File: src/rtl/uart_rx_if.sv
// ----------------------------------------------------------------------------
// uart_rx_if
//   Bundles the serial line input and the received-byte outputs of uart_rx.
//
//   Signals:
//     rx_in       serial line, idle high (driven by the line side)
//     data_out    last correctly framed byte
//     valid       one-cycle pulse, new byte on data_out
//     frame_err   one-cycle pulse, stop bit sampled low
//     busy        receiver is inside a frame
//     parity_err  one-cycle pulse, parity mismatch (only with URX_PARITY_EN)
//
//   Modports:
//     slave   the receiver (uart_rx)
//     master  the line driver / byte consumer side
//
//   Optional feature macro: URX_PARITY_EN
// ----------------------------------------------------------------------------
interface uart_rx_if;
    logic       rx_in;
    logic [7:0] data_out;
    logic       valid;
    logic       frame_err;
    logic       busy;
`ifdef URX_PARITY_EN
    logic       parity_err;

    modport slave (
        input  rx_in,
        output data_out,
        output valid,
        output frame_err,
        output busy,
        output parity_err
    );

    modport master (
        output rx_in,
        input  data_out,
        input  valid,
        input  frame_err,
        input  busy,
        input  parity_err
    );
`else
    modport slave (
        input  rx_in,
        output data_out,
        output valid,
        output frame_err,
        output busy
    );

    modport master (
        output rx_in,
        input  data_out,
        input  valid,
        input  frame_err,
        input  busy
    );
`endif
endinterface

File: src/rtl/uart_rx.sv
// ----------------------------------------------------------------------------
// uart_rx
//   8N1 UART receiver with 16x oversampling, 2-FF input synchronizer,
//   false-start rejection, 3-sample majority vote and stop-bit check.
//   With URX_PARITY_EN defined the frame becomes 8E1 and a parity_err
//   pulse is added.
//
//   Parameters:
//     CLK_HZ  system clock frequency in Hz
//     BAUD    line rate; prescaler DIV = (CLK_HZ/BAUD) >> 4
//
//   Ports:
//     clk     system clock, all logic on posedge
//     rst_n   synchronous active-low reset
//     bus     uart_rx_if.slave: rx_in in; data_out, valid, frame_err,
//             busy (and parity_err) out
//
//   Optional feature macro: URX_PARITY_EN
// ----------------------------------------------------------------------------
module uart_rx #(
    parameter int unsigned CLK_HZ = 32'd50000000,
    parameter int unsigned BAUD   = 32'd9600
) (
    input  logic     clk,
    input  logic     rst_n,
    uart_rx_if.slave bus
);

    localparam logic [8:0] DIV = 9'((CLK_HZ / BAUD) >> 4);

`ifdef URX_PARITY_EN
    typedef enum logic [2:0] {
        S_IDLE   = 3'd0,
        S_START  = 3'd1,
        S_DATA   = 3'd2,
        S_STOP   = 3'd3,
        S_PARITY = 3'd4
    } state_t;
`else
    typedef enum logic [2:0] {
        S_IDLE   = 3'd0,
        S_START  = 3'd1,
        S_DATA   = 3'd2,
        S_STOP   = 3'd3
    } state_t;
`endif

    function automatic logic maj3(input logic a, input logic b, input logic c);
        return (a & b) | (a & c) | (b & c);
    endfunction

`ifdef URX_PARITY_EN
    function automatic logic even_par(input logic [7:0] v);
        return ^v;
    endfunction
`endif

    // synchronizer, edge-detect history and start-detect arming
    logic       rx_meta_q;
    logic       rx_s_q;
    logic       rx_d_q;
    logic [2:0] arm_q;

    state_t     state_q,   state_d;
    logic [8:0] pc_q,      pc_d;
    logic [3:0] sc_q,      sc_d;
    logic [2:0] bit_idx_q, bit_idx_d;
    logic [7:0] sr_q,      sr_d;
    logic       smp7_q,    smp7_d;
    logic       smp8_q,    smp8_d;
    logic [7:0] data_q,    data_d;
    logic       valid_q,   valid_d;
    logic       ferr_q,    ferr_d;
    logic       busy_q,    busy_d;
`ifdef URX_PARITY_EN
    logic       par_bad_q, par_bad_d;
    logic       perr_q,    perr_d;
`endif

    logic tick_s;
    logic samp9_s;
    logic wrap_s;
    logic maj_s;
    logic fall_s;

    assign tick_s  = (pc_q == DIV);
    assign samp9_s = tick_s && (sc_q == 4'd8);
    assign wrap_s  = tick_s && (sc_q == 4'd15);
    // third sample is taken live on the tick where sc becomes 9
    assign maj_s   = maj3(smp7_q, smp8_q, rx_s_q);
    // rx_d only counts as a real "high" once the synchronizer holds line
    // samples rather than reset values, so a line that is already low when
    // reset releases is not mistaken for a start edge
    assign fall_s  = arm_q[2] && rx_d_q && !rx_s_q;

    // input synchronizer and edge history
    always_ff @(posedge clk) begin
        if (!rst_n) begin
            rx_meta_q <= 1'b1;
            rx_s_q    <= 1'b1;
            rx_d_q    <= 1'b1;
            arm_q     <= 3'b000;
        end else begin
            rx_meta_q <= bus.rx_in;
            rx_s_q    <= rx_meta_q;
            rx_d_q    <= rx_s_q;
            arm_q     <= {arm_q[1:0], 1'b1};
        end
    end

    // next-state, counters, sampling and output decisions
    always_comb begin
        state_d   = state_q;
        pc_d      = tick_s ? 9'd0 : (pc_q + 9'd1);
        sc_d      = tick_s ? (sc_q + 4'd1) : sc_q;
        bit_idx_d = bit_idx_q;
        sr_d      = sr_q;
        smp7_d    = (tick_s && (sc_q == 4'd6)) ? rx_s_q : smp7_q;
        smp8_d    = (tick_s && (sc_q == 4'd7)) ? rx_s_q : smp8_q;
        data_d    = data_q;
        valid_d   = 1'b0;
        ferr_d    = 1'b0;
`ifdef URX_PARITY_EN
        par_bad_d = par_bad_q;
        perr_d    = 1'b0;
`endif

        case (state_q)
            S_IDLE: begin
                pc_d = 9'd0;
                sc_d = 4'd0;
                if (fall_s) begin
                    state_d   = S_START;
                    bit_idx_d = 3'd0;
`ifdef URX_PARITY_EN
                    par_bad_d = 1'b0;
`endif
                end else begin
                    state_d = S_IDLE;
                end
            end

            S_START: begin
                if (samp9_s && maj_s) begin
                    state_d = S_IDLE;       // glitch, not a real start bit
                end else if (wrap_s) begin
                    state_d = S_DATA;
                end else begin
                    state_d = S_START;
                end
            end

            S_DATA: begin
                if (samp9_s) begin
                    sr_d = {maj_s, sr_q[7:1]};   // LSB arrives first
                end else begin
                    sr_d = sr_q;
                end
                if (wrap_s) begin
                    bit_idx_d = bit_idx_q + 3'd1;
                    if (bit_idx_q == 3'd7) begin
`ifdef URX_PARITY_EN
                        state_d = S_PARITY;
`else
                        state_d = S_STOP;
`endif
                    end else begin
                        state_d = S_DATA;
                    end
                end else begin
                    bit_idx_d = bit_idx_q;
                end
            end

`ifdef URX_PARITY_EN
            S_PARITY: begin
                if (samp9_s) begin
                    par_bad_d = (maj_s != even_par(sr_q));
                end else begin
                    par_bad_d = par_bad_q;
                end
                if (wrap_s) begin
                    state_d = S_STOP;
                end else begin
                    state_d = S_PARITY;
                end
            end
`endif

            S_STOP: begin
                // decide mid-stop-bit so a back-to-back start edge is seen
                if (samp9_s) begin
                    state_d = S_IDLE;
                    if (!maj_s) begin
                        ferr_d = 1'b1;
`ifdef URX_PARITY_EN
                    end else if (par_bad_q) begin
                        perr_d = 1'b1;
`endif
                    end else begin
                        valid_d = 1'b1;
                        data_d  = sr_q;
                    end
                end else begin
                    state_d = S_STOP;
                end
            end

            default: begin
                state_d = S_IDLE;
            end
        endcase

        busy_d = (state_d != S_IDLE);
    end

    // state and output registers
    always_ff @(posedge clk) begin
        if (!rst_n) begin
            state_q   <= S_IDLE;
            pc_q      <= 9'd0;
            sc_q      <= 4'd0;
            bit_idx_q <= 3'd0;
            sr_q      <= 8'd0;
            smp7_q    <= 1'b1;
            smp8_q    <= 1'b1;
            data_q    <= 8'd0;
            valid_q   <= 1'b0;
            ferr_q    <= 1'b0;
            busy_q    <= 1'b0;
`ifdef URX_PARITY_EN
            par_bad_q <= 1'b0;
            perr_q    <= 1'b0;
`endif
        end else begin
            state_q   <= state_d;
            pc_q      <= pc_d;
            sc_q      <= sc_d;
            bit_idx_q <= bit_idx_d;
            sr_q      <= sr_d;
            smp7_q    <= smp7_d;
            smp8_q    <= smp8_d;
            data_q    <= data_d;
            valid_q   <= valid_d;
            ferr_q    <= ferr_d;
            busy_q    <= busy_d;
`ifdef URX_PARITY_EN
            par_bad_q <= par_bad_d;
            perr_q    <= perr_d;
`endif
        end
    end

    assign bus.data_out  = data_q;
    assign bus.valid     = valid_q;
    assign bus.frame_err = ferr_q;
    assign bus.busy      = busy_q;
`ifdef URX_PARITY_EN
    assign bus.parity_err = perr_q;
`endif

endmodule

File: src/flat_wrapper.sv
// flat-port wrapper written by rule: the top's interface ports become plain ports
module uart_rx_flat 
#(
    parameter int unsigned CLK_HZ = 32'd50000000,
    parameter int unsigned BAUD   = 32'd9600
)
  (clk, rst_n, bus_rx_in, bus_data_out, bus_valid, bus_frame_err, bus_busy);
  uart_rx_if bus_i ();
  input  logic clk;
  input  logic rst_n;
  input wire logic [$bits(bus_i.rx_in)-1:0] bus_rx_in;
  output wire logic [$bits(bus_i.data_out)-1:0] bus_data_out;
  output wire logic [$bits(bus_i.valid)-1:0] bus_valid;
  output wire logic [$bits(bus_i.frame_err)-1:0] bus_frame_err;
  output wire logic [$bits(bus_i.busy)-1:0] bus_busy;
  assign bus_i.rx_in = bus_rx_in;
  assign bus_data_out = bus_i.data_out;
  assign bus_valid = bus_i.valid;
  assign bus_frame_err = bus_i.frame_err;
  assign bus_busy = bus_i.busy;
  uart_rx #(.CLK_HZ(CLK_HZ), .BAUD(BAUD)) u_core (.clk(clk), .rst_n(rst_n), .bus(bus_i));
endmodule
File: config.mk
export PLATFORM = sky130hd
export DESIGN_NAME = uart_rx_flat
export DESIGN_NICKNAME = d
export VERILOG_FILES = /design/src/rtl/uart_rx_if.sv /design/src/rtl/uart_rx.sv /design/src/flat_wrapper.sv
export SDC_FILE = /design/constraint.sdc
export NUM_CORES = 1
export LEC_CHECK = 0
export ABC_AREA = 1
export CAP_MARGIN = 20
export CORE_MARGIN = 5
export CORE_UTILIZATION = 60
export CTS_BUF_LIST = sky130_fd_sc_hd__clkbuf_8
export DETAILED_ROUTE_END_ITERATION = 16
export GPL_ROUTABILITY_DRIVEN = 0
export PLACE_DENSITY = 0.78
export RECOVER_POWER = 50
export SLEW_MARGIN = 10
export SYNTH_ARGS = -nofsm -noshare
export SYNTH_HDL_FRONTEND = slang
export SYNTH_SLANG_ARGS = --single-unit
File: constraint.sdc
create_clock -name clk -period 2 [get_ports clk]
set_clock_uncertainty 0.1 [all_clocks]
set_input_delay 0.2 -clock clk [delete_from_list [all_inputs] [get_ports clk]]
set_output_delay 0.2 -clock clk [all_outputs]
set_load 0.1 [all_outputs]
After elaboration in Yosys (flattened, before gate mapping)
Cells that the tools add are included.
{"block": "word_totals", "regBits": 46, "out_inout_bits": 11, "word_cells": 66}
{"block": "op_classes", "add_sub_neg": 3, "eq_ne": 11, "mux": 13, "n_bitwise": 6, "n_reduce_logical": 17}
{"operator": "$mux W3", "n": 4}
{"operator": "$pmux W3 S4", "n": 1}
{"operator": "$add A9 B1 Y9 const B", "n": 1}
{"operator": "$eq A9 B9 Y1 const B", "n": 1}
{"operator": "$reduce_and A3 Y1", "n": 3}
{"operator": "$eq A4 B3 Y1 const B", "n": 2}
{"operator": "$eq A4 B4 Y1 const B", "n": 2}
{"operator": "$logic_and A1 B1 Y1", "n": 7}
{"operator": "$eq A3 B2 Y1 const B", "n": 2}
{"operator": "$pmux W3 S2", "n": 1}
{"operator": "$mux W1", "n": 5}
{"operator": "$add A4 B1 Y4 const B", "n": 1}
{"operator": "$mux W2", "n": 2}
{"operator": "$ne A2 B1 Y1 const B", "n": 2}
{"operator": "$add A3 B1 Y3 const B", "n": 1}
{"operator": "$and A1 B1 Y1", "n": 3}
{"operator": "$eq A3 B1 Y1 const B", "n": 1}
{"operator": "$eq A3 B3 Y1 const B", "n": 1}
{"operator": "$logic_not A3 Y1", "n": 1}
{"operator": "$reduce_bool A3 Y1", "n": 1}
{"operator": "$reduce_or A3 Y1", "n": 1}
{"operator": "$or A1 B1 Y1", "n": 2}
{"operator": "$reduce_and A2 Y1", "n": 1}
{"operator": "$reduce_bool A2 Y1", "n": 1}
{"operator": "3 further kinds", "n": 3}

Logic depth before layout (Yosys ltp)
Gate-level depths: netlist (run 1).
{"block": "logic_depth", "word_depth": 7, "depth_mapped": 11}

Worst setup path after synthesis (run 1)
Ideal clock, no wire load.
{"block": "synth_timing", "path_kind": "register -> register", "startpoint": "register u_core.pc_q[0]", "endpoint": "register u_core.bit_idx_q[0]", "arrival_time_ns": 1.250, "setup_slack_ns": 0.533, "path_stages_with_launch": 9, "period_less_slack_ns": 1.467, "path_cell_list": "dfxtp_1 ha_1 nand2_2 nor2_2 nand2_2 nor2_4 nand3_1 a21boi_1 nor2_1"}
{"block": "synth_via", "elab_chain_len": 4}
{"element": "start: declaration", "line": "uart_rx.sv:65", "rtl": "logic [8:0] pc_q, pc_d;"}
{"element": "start signal: assignment", "line": "uart_rx.sv:237", "rtl": "pc_q <= pc_d;"}
{"element": "$eq A9 B9 Y1", "line": "uart_rx.sv:86", "rtl": "assign tick_s = (pc_q == DIV);"}
{"element": "$logic_and A1 B1 Y1", "line": "uart_rx.sv:88", "rtl": "assign wrap_s = tick_s && (sc_q == 4'd15);"}
{"element": "$ne A2 B1 Y1 (no source line)"}
{"element": "$reduce_and A3 Y1 (no source line)"}
{"element": "end signal: assignment", "line": "uart_rx.sv:239", "rtl": "bit_idx_q <= bit_idx_d;"}
{"element": "end: declaration", "line": "uart_rx.sv:67", "rtl": "logic [2:0] bit_idx_q, bit_idx_d;"}
Every way passes these cells.
A chain may end at the register's enable or synchronous reset.

Final worst setup path (run 1)
{"block": "layout_timing", "startpoint": "register u_core.sc_q[0]", "endpoint": "register u_core.sr_q[6]"}
{"block": "layout_via", "elab_chain_len": 3}
{"element": "start: declaration", "line": "uart_rx.sv:66", "rtl": "logic [3:0] sc_q, sc_d;"}
{"element": "start signal: assignment", "line": "uart_rx.sv:222", "rtl": "sc_q <= 4'd0;"}
{"element": "start signal: assignment", "line": "uart_rx.sv:238", "rtl": "sc_q <= sc_d;"}
{"element": "$eq A4 B4 Y1", "line": "uart_rx.sv:87", "rtl": "assign samp9_s = tick_s && (sc_q == 4'd8);"}
{"element": "$logic_and A1 B1 Y1", "line": "uart_rx.sv:87"}
{"element": "$reduce_and A2 Y1 (no source line)"}
{"element": "end signal: assignment", "line": "uart_rx.sv:240", "rtl": "sr_q <= sr_d;"}
{"element": "end: declaration", "line": "uart_rx.sv:68", "rtl": "logic [7:0] sr_q, sr_d;"}
Every way passes these cells.

==> results.json, run 1 <==
{
  "drive_gt1_share_pct": 14.1,
  "wirelength_um": 3300,
  "crit_start": "u_core.sc_q[0]$_SDFFE_PP0P_",
  "worstRegToRegCells": 9,
  "synth_seq_cells": 46,
  "grtUsageTotal_pct": 17.7,
  "slew_headroom_pct": 55.1,
  "arrival_ns": 1.91,
  "htreeDepth": 2,
  "vias": 1508,
  "die_h_um": 67.1,
  "ys_seq_area_share_pct": 47.1,
  "start_kind": "flip-flop",
  "post-route-util_pct": 70.4,
  "cts.path.max_buffers": 2,
  "placementRows": 20,
  "tightest_slew_ns": 0.674,
  "rsz0062_at_grt": "no",
  "place_inst": 305,
  "fin_nets": 278,
  "place_area_um2": 2110,
  "synth_common_cells": "dfxtp_1, nand2_1, nor2_1, inv_1",
  "grt-ovfl-total": 0,
  "path_max_fanout": 7,
  "vias_per_cell": 4.82,
  "crit_slowest_cell": "dfxtp_1",
  "drv_cap": 0,
  "die_w_um": 67.1,
  "power_density_nw_per_um2": 701,
  "path_cells": "inv_1, ha_1, nand2_2, nor2_4, nand3_2, nor2_2, buf_4, o21ai_1, a21oi_2",
  "setup_viol": 0,
  "synth_edf_count": 0,
  "root_buffer": "clkbuf_8",
  "setup_tns_ns": 0,
  "dp_hpwl_um": 2510,
  "ys_warn_count": 0,
  "initial_core_util_pct": 63.5,
  "cts_buffers": 5,
  "drv_slew": 0,
  "die-area_um2": 4500,
  "clock_latency_ns": 0.29,
  "postCtsSetupBuffers": 0,
  "drtPass1Iterations": 4,
  "cts_tree": "done",
  "fin_crit_sh_pct": 89.0,
  "synth_ff_type": "dfxtp_1",
  "avgRoutedWirePerCell_um": 10.6,
  "synth_cell_types": 32,
  "synth_nets": 258,
  "hp-class": "reg -> reg",
  "drtIter0Drc": 84,
  "hold_violations": 0,
  "fillerInstances": 260,
  "worst_r2r_endpoint": "u_core.sr_q[6]$_SDFFE_PN0P_",
  "cts_hold_buf": 0,
  "syn_area_um2": 1950,
  "synth_top_area_share_pct": 47.1,
  "antenna_found_initial": 0,
  "vdd.ir_drop.worst_mv": 0.530,
  "status": "complete, no violations",
  "worstPathRequired_ns": 2.13,
  "crit_type": "reg -> reg",
  "antenna_left": 0,
  "synth_most_common_cell": "dfxtp_1",
  "final_cells": 313,
  "crit_path_end_kind": "flip-flop",
  "critPathMaxStageDelay_ns": 0.33,
  "port_buffers": 13,
  "final.min_clock_period_ns": 1.78,
  "synth_area_leaders": "dfxtp_1, nand2_1, nor2_1",
  "grt_max_degree": 18,
  "insertedDiodeCount": 0,
  "postSynthAreaPerCell_um2": 7.88,
  "coreArea_um2": 3080,
  "io_pins": 14,
  "stdcell_area_um2": 2170,
  "drcViolationCount": 0,
  "grt_pass1_vias": 1401,
  "syn_inst": 248,
  "synth_top_area_cell": "dfxtp_1",
  "grt_pass1_wl_um": 6030,
  "r2r_slack_ns": 0.22,
  "max_freq_ghz": 0.562,
  "reg2reg_from": "u_core.sc_q[0]$_SDFFE_PP0P_",
  "p_leak_uw": 0.000965,
  "cts.reportedPaths.clkPinSlew_ns": 0.08,
  "cp-endpoint": "u_core.sr_q[6]$_SDFFE_PN0P_",
  "cts_sinks": 46,
  "cts_resized": 0,
  "syn2layout_area_growth_pct": 11.0,
  "synth-async-reset-ratio_pct": 0
}
-- critical path, delay by kind of cell (launching register included) --
kind                     cells  cell delay [ns]
AO/OA/AOI/OAI                2             0.21
adder cells (fa/ha/maj)      1             0.18
buffers and inverters        2             0.32
flip-flops                   1             0.33
AND/OR/NAND/NOR              4             0.60
-- cell families (layout without fill, tap and decap cells) --
| group | Yosys count | after routing | synth area share, % |
|---|---|---|---|
| adders and majority gates | 7 | 7 | 4.48 |
| xor gates and xnor gates | 2 | 2 | 0.897 |
| DFF | 46 | 46 | 47.1 |
| other | 1 | 1 | 0.192 |
| and+or+nand+nor | 115 | 115 | 28.3 |
| AOI/OAI and AO/OA | 38 | 38 | 10.8 |
| buffers and inverters | 39 | 60 | 8.20 |
-- through the flow --
step	total power [uW]	hold WS, ns	setup slack (ns)
3_3_place_gp	987	0.294	0.266
4_1_cts	1530	0.318	0.246
5_1_grt	1580	0.341	0.0457
2_1_floorplan	971	0.128	0.533
3_5_place_dp	987	0.300	0.266
6_report	1520	0.312	0.220
-- metal layers --
metal | vias to the layer above | share of wire (%) | wire length (um) | track usage, %
met3 | 4 | 2.9 | 97 | 4.05
met5 | - | 0 | 0 | 0
met2 | 15 | 45 | 1480 | 28.7
li1 | 824 | - | - | -
met1 | 665 | 51 | 1700 | 22.8
met4 | 0 | 0.97 | 32 | 6.08
-- flip-flops by register name (all words and copies together), names as in the netlist --
name,cells
u_core.rx_meta_q,1
u_core.pc_q,9
u_core.state_q,3
u_core.sr_q,8
u_core.smp8_q,1
u_core.smp7_q,1
u_core.bit_idx_q,3
u_core.rx_s_q,1
u_core.sc_q,4
u_core.rx_d_q,1
u_core.bus.busy,1
u_core.bus.frame_err,1
u_core.bus.valid,1
u_core.arm_q,3
u_core.bus.data_out,8
-- final cells by class --
class                      count  area, um^2  share of cell area (%)
sequential                    46         921                    42.5
tap                           44        55.1                    2.54
timing repair buffer          16        90.1                    4.16
multi-input combinational    163         870                    40.1
clock buffer                   6        82.6                    3.81
inverter                      36         140                    6.47
clock inverter                 2        8.76                   0.404
-- worst min path at each step --
stage                             from                          to  slack, ns  cells after the start
2_1_floorplan                    rst_n     u_core.arm_q[0]$_DFF_P_       0.13                      0
3_3_place_gp   u_core.arm_q[0]$_DFF_P_  u_core.arm_q[1]$_SDFF_PN0_       0.29                      2
3_5_place_dp   u_core.arm_q[0]$_DFF_P_  u_core.arm_q[1]$_SDFF_PN0_       0.30                      2
4_1_cts        u_core.arm_q[0]$_DFF_P_  u_core.arm_q[1]$_SDFF_PN0_       0.32                      2
5_1_grt        u_core.arm_q[0]$_DFF_P_  u_core.arm_q[1]$_SDFF_PN0_       0.34                      2
6_report       u_core.arm_q[0]$_DFF_P_  u_core.arm_q[1]$_SDFF_PN0_       0.31                      2
-- power breakdown --
part / leakage (uW) / switching [uW] / internal (uW)
registers: 0.000373 / 5.98 / 924
clock network: 0.0000524 / 282 / 274
logic: 0.000541 / 22.5 / 10.8
-- placed cells by master, fill, tap and decap left out, drive strengths merged, types with 2 or more instances in the layout --
cell	instances
dfxtp	46
nand2	44
nor2	40
inv	36
a21oi	20
nand3	19
clkbuf	19
o21ai	15
ha	7
nor3	6
nand4	3
or2	2
clkinv	2
(Power assumes the default switching activity.)
==> inputs of run 2 (changes only) <==
CORE_UTILIZATION = 57   (was 60)
CTS_BUF_LIST = sky130_fd_sc_hd__clkbuf_4 sky130_fd_sc_hd__clkbuf_8 sky130_fd_sc_hd__clkbuf_16   (was sky130_fd_sc_hd__clkbuf_8)
HOLD_SLACK_MARGIN = 0.06   (was unset)
PLACE_DENSITY = 0.75   (was 0.78)
==> results.json, run 2 (same netlist as run 1, synthesis figures left out) <==
{
  "status": "complete, no violations",
  "layout_commonest_cell": "dfxtp_1",
  "p_total_uw": 1390,
  "cts_sinks": 46,
  "grtUsageTotal_pct": 16.7,
  "cts_hold_buf": 0,
  "root_buffer": "clkbuf_4",
  "cts.path.max_buffers": 2,
  "crit_slowest_cell": "dfxtp_1",
  "multi_input_area_um2": 861,
  "grt_max_degree": 18,
  "clock_latency_ns": 0.36,
  "rsz0062_at_grt": "no",
  "cts_resized": 0,
  "largest_reg_flops": 9,
  "fin_crit_sh_pct": 88.2,
  "avgRoutedWirePerCell_um": 10.5,
  "drtPass1Iterations": 4,
  "path_cells": "ha_1, nand2_2, inv_1, nand2_2, nor2_4, nand4_2, clkinv_4, nand2_1, a21oi_1",
  "vdd.ir_drop.worst_mv": 0.454,
  "regMostFlops": "u_core.pc_q",
  "slew_headroom_pct": 55.4,
  "final.min_clock_period_ns": 1.76,
  "worstPathRequired_ns": 2.17,
  "regArea_um2": 921,
  "critical-path-top-delay-family": "simple AND/OR/NAND/NOR gates",
  "cts.reportedPaths.clkPinSlew_ns": 0.14,
  "p_leak_uw": 0.000930,
  "setup_viol": 0,
  "drv_slew": 0,
  "antenna_found_initial": 0,
  "drtIter0Drc": 44,
  "power_density_nw_per_um2": 655,
  "die_h_um": 68.5,
  "stdcell_area_um2": 2130,
  "crit_path_end_kind": "flip-flop",
  "grt-ovfl-total": 0,
  "insertedDiodeCount": 0,
  "coreArea_um2": 3340,
  "port_buffers": 13,
  "grt_pass1_wl_um": 5850,
  "grt_pass1_vias": 1361,
  "arrival_ns": 1.94,
  "fillerInstances": 330,
  "hp-class": "reg -> reg",
  "antenna_left": 0,
  "drive_gt1_share_pct": 14.5,
  "vias_per_cell": 4.89,
  "drcViolationCount": 0,
  "drv_cap": 0,
  "place_area_um2": 2120,
  "final_cell_mix": "dfxtp_1, nand2_1, nor2_1",
  "critPathMaxStageDelay_ns": 0.42,
  "start_kind": "flip-flop",
  "placementRows": 21,
  "r2r_slack_ns": 0.24,
  "path_common_cell": "nand2_2",
  "dp_hpwl_um": 2500,
  "io_pins": 14,
  "postCtsSetupBuffers": 0,
  "hold_violations": 0,
  "path_max_fanout": 10,
  "htreeDepth": 2,
  "setup_tns_ns": 0,
  "cts_buffers": 5,
  "die_w_um": 68.5,
  "timing.critical_path.buf_inv": 2,
  "vias": 1540,
  "fin_nets": 278,
  "die-area_um2": 4700,
  "initial_core_util_pct": 58.5,
  "crit_type": "reg -> reg",
  "max_freq_ghz": 0.567,
  "wirelength_um": 3300,
  "cts_tree": "done",
  "syn2layout_area_growth_pct": 8.97,
  "tightest_slew_ns": 0.669
}
run 2: changes by cell type in the layout (fill, tap and decap cells not counted), sizes merged:
cell | previous run | this run
clkinv | 2 | 3
inv | 36 | 35
clkbuf | 19 | 18
clkinvlp | 0 | 1
run 2: where the power goes:
group	internal, uW	switching (uW)	leakage [uW]	total (uW)
sequential	925	5.81	0.000373	931
clock	137	292	0.0000312	429
combinational	10.8	22.7	0.000526	33.6
run 2: worst register-to-register path, delay by kind of cell (launching register included):
| kind | cells | cell delay (ns) |
|---|---|---|
| AO/OA/AOI/OAI | 1 | 0.14 |
| adder cells (fa/ha/maj) | 1 | 0.18 |
| buffers and inverters | 2 | 0.24 |
| flip-flops | 1 | 0.42 |
| AND/OR/NAND/NOR | 5 | 0.61 |
run 2: final cells by class:
class	instances	area share (%)
clock buffers	5	1.76
multi-input cells	163	40.4
repair buffers	16	4.23
inverters	36	6.58
well taps	46	2.70
clock inverters	3	0.999
flip-flops and latches	46	43.3
run 2: metal layers:
metal | up-vias | track usage, % | share of wire (%)
li1 | 826 | - | -
met3 | 7 | 4.05 | 3.5
met4 | 0 | 7.20 | 1.5
met1 | 690 | 22.1 | 51
met5 | - | 0 | 0
met2 | 17 | 25.7 | 44
run 2: worst paths after layout:
kind | startpoint | to | depth (start not counted)
setup / recovery | u_core.pc_q[0]$_SDFF_PP0_ | u_core.bus.data_out[1]$_SDFFE_PN0P_ | 9
hold / removal | u_core.arm_q[0]$_DFF_P_ | u_core.arm_q[1]$_SDFF_PN0_ | 2
setup reg to reg | u_core.pc_q[0]$_SDFF_PP0_ | u_core.bus.data_out[1]$_SDFFE_PN0P_ | 9
hold reg to reg | u_core.arm_q[0]$_DFF_P_ | u_core.arm_q[1]$_SDFF_PN0_ | 2
run 2: stage by stage:
step                hold WS [ns]  setup slack (ns)  instances  util [%]
floorplan                  0.128             0.533        248         -
global placement           0.292             0.334        307      63.4
detailed placement         0.297             0.305        307      63.4
CTS                        0.293             0.286        315      65.2
global route               0.299            0.0819        315      63.8
finish                     0.306             0.236        315      63.8
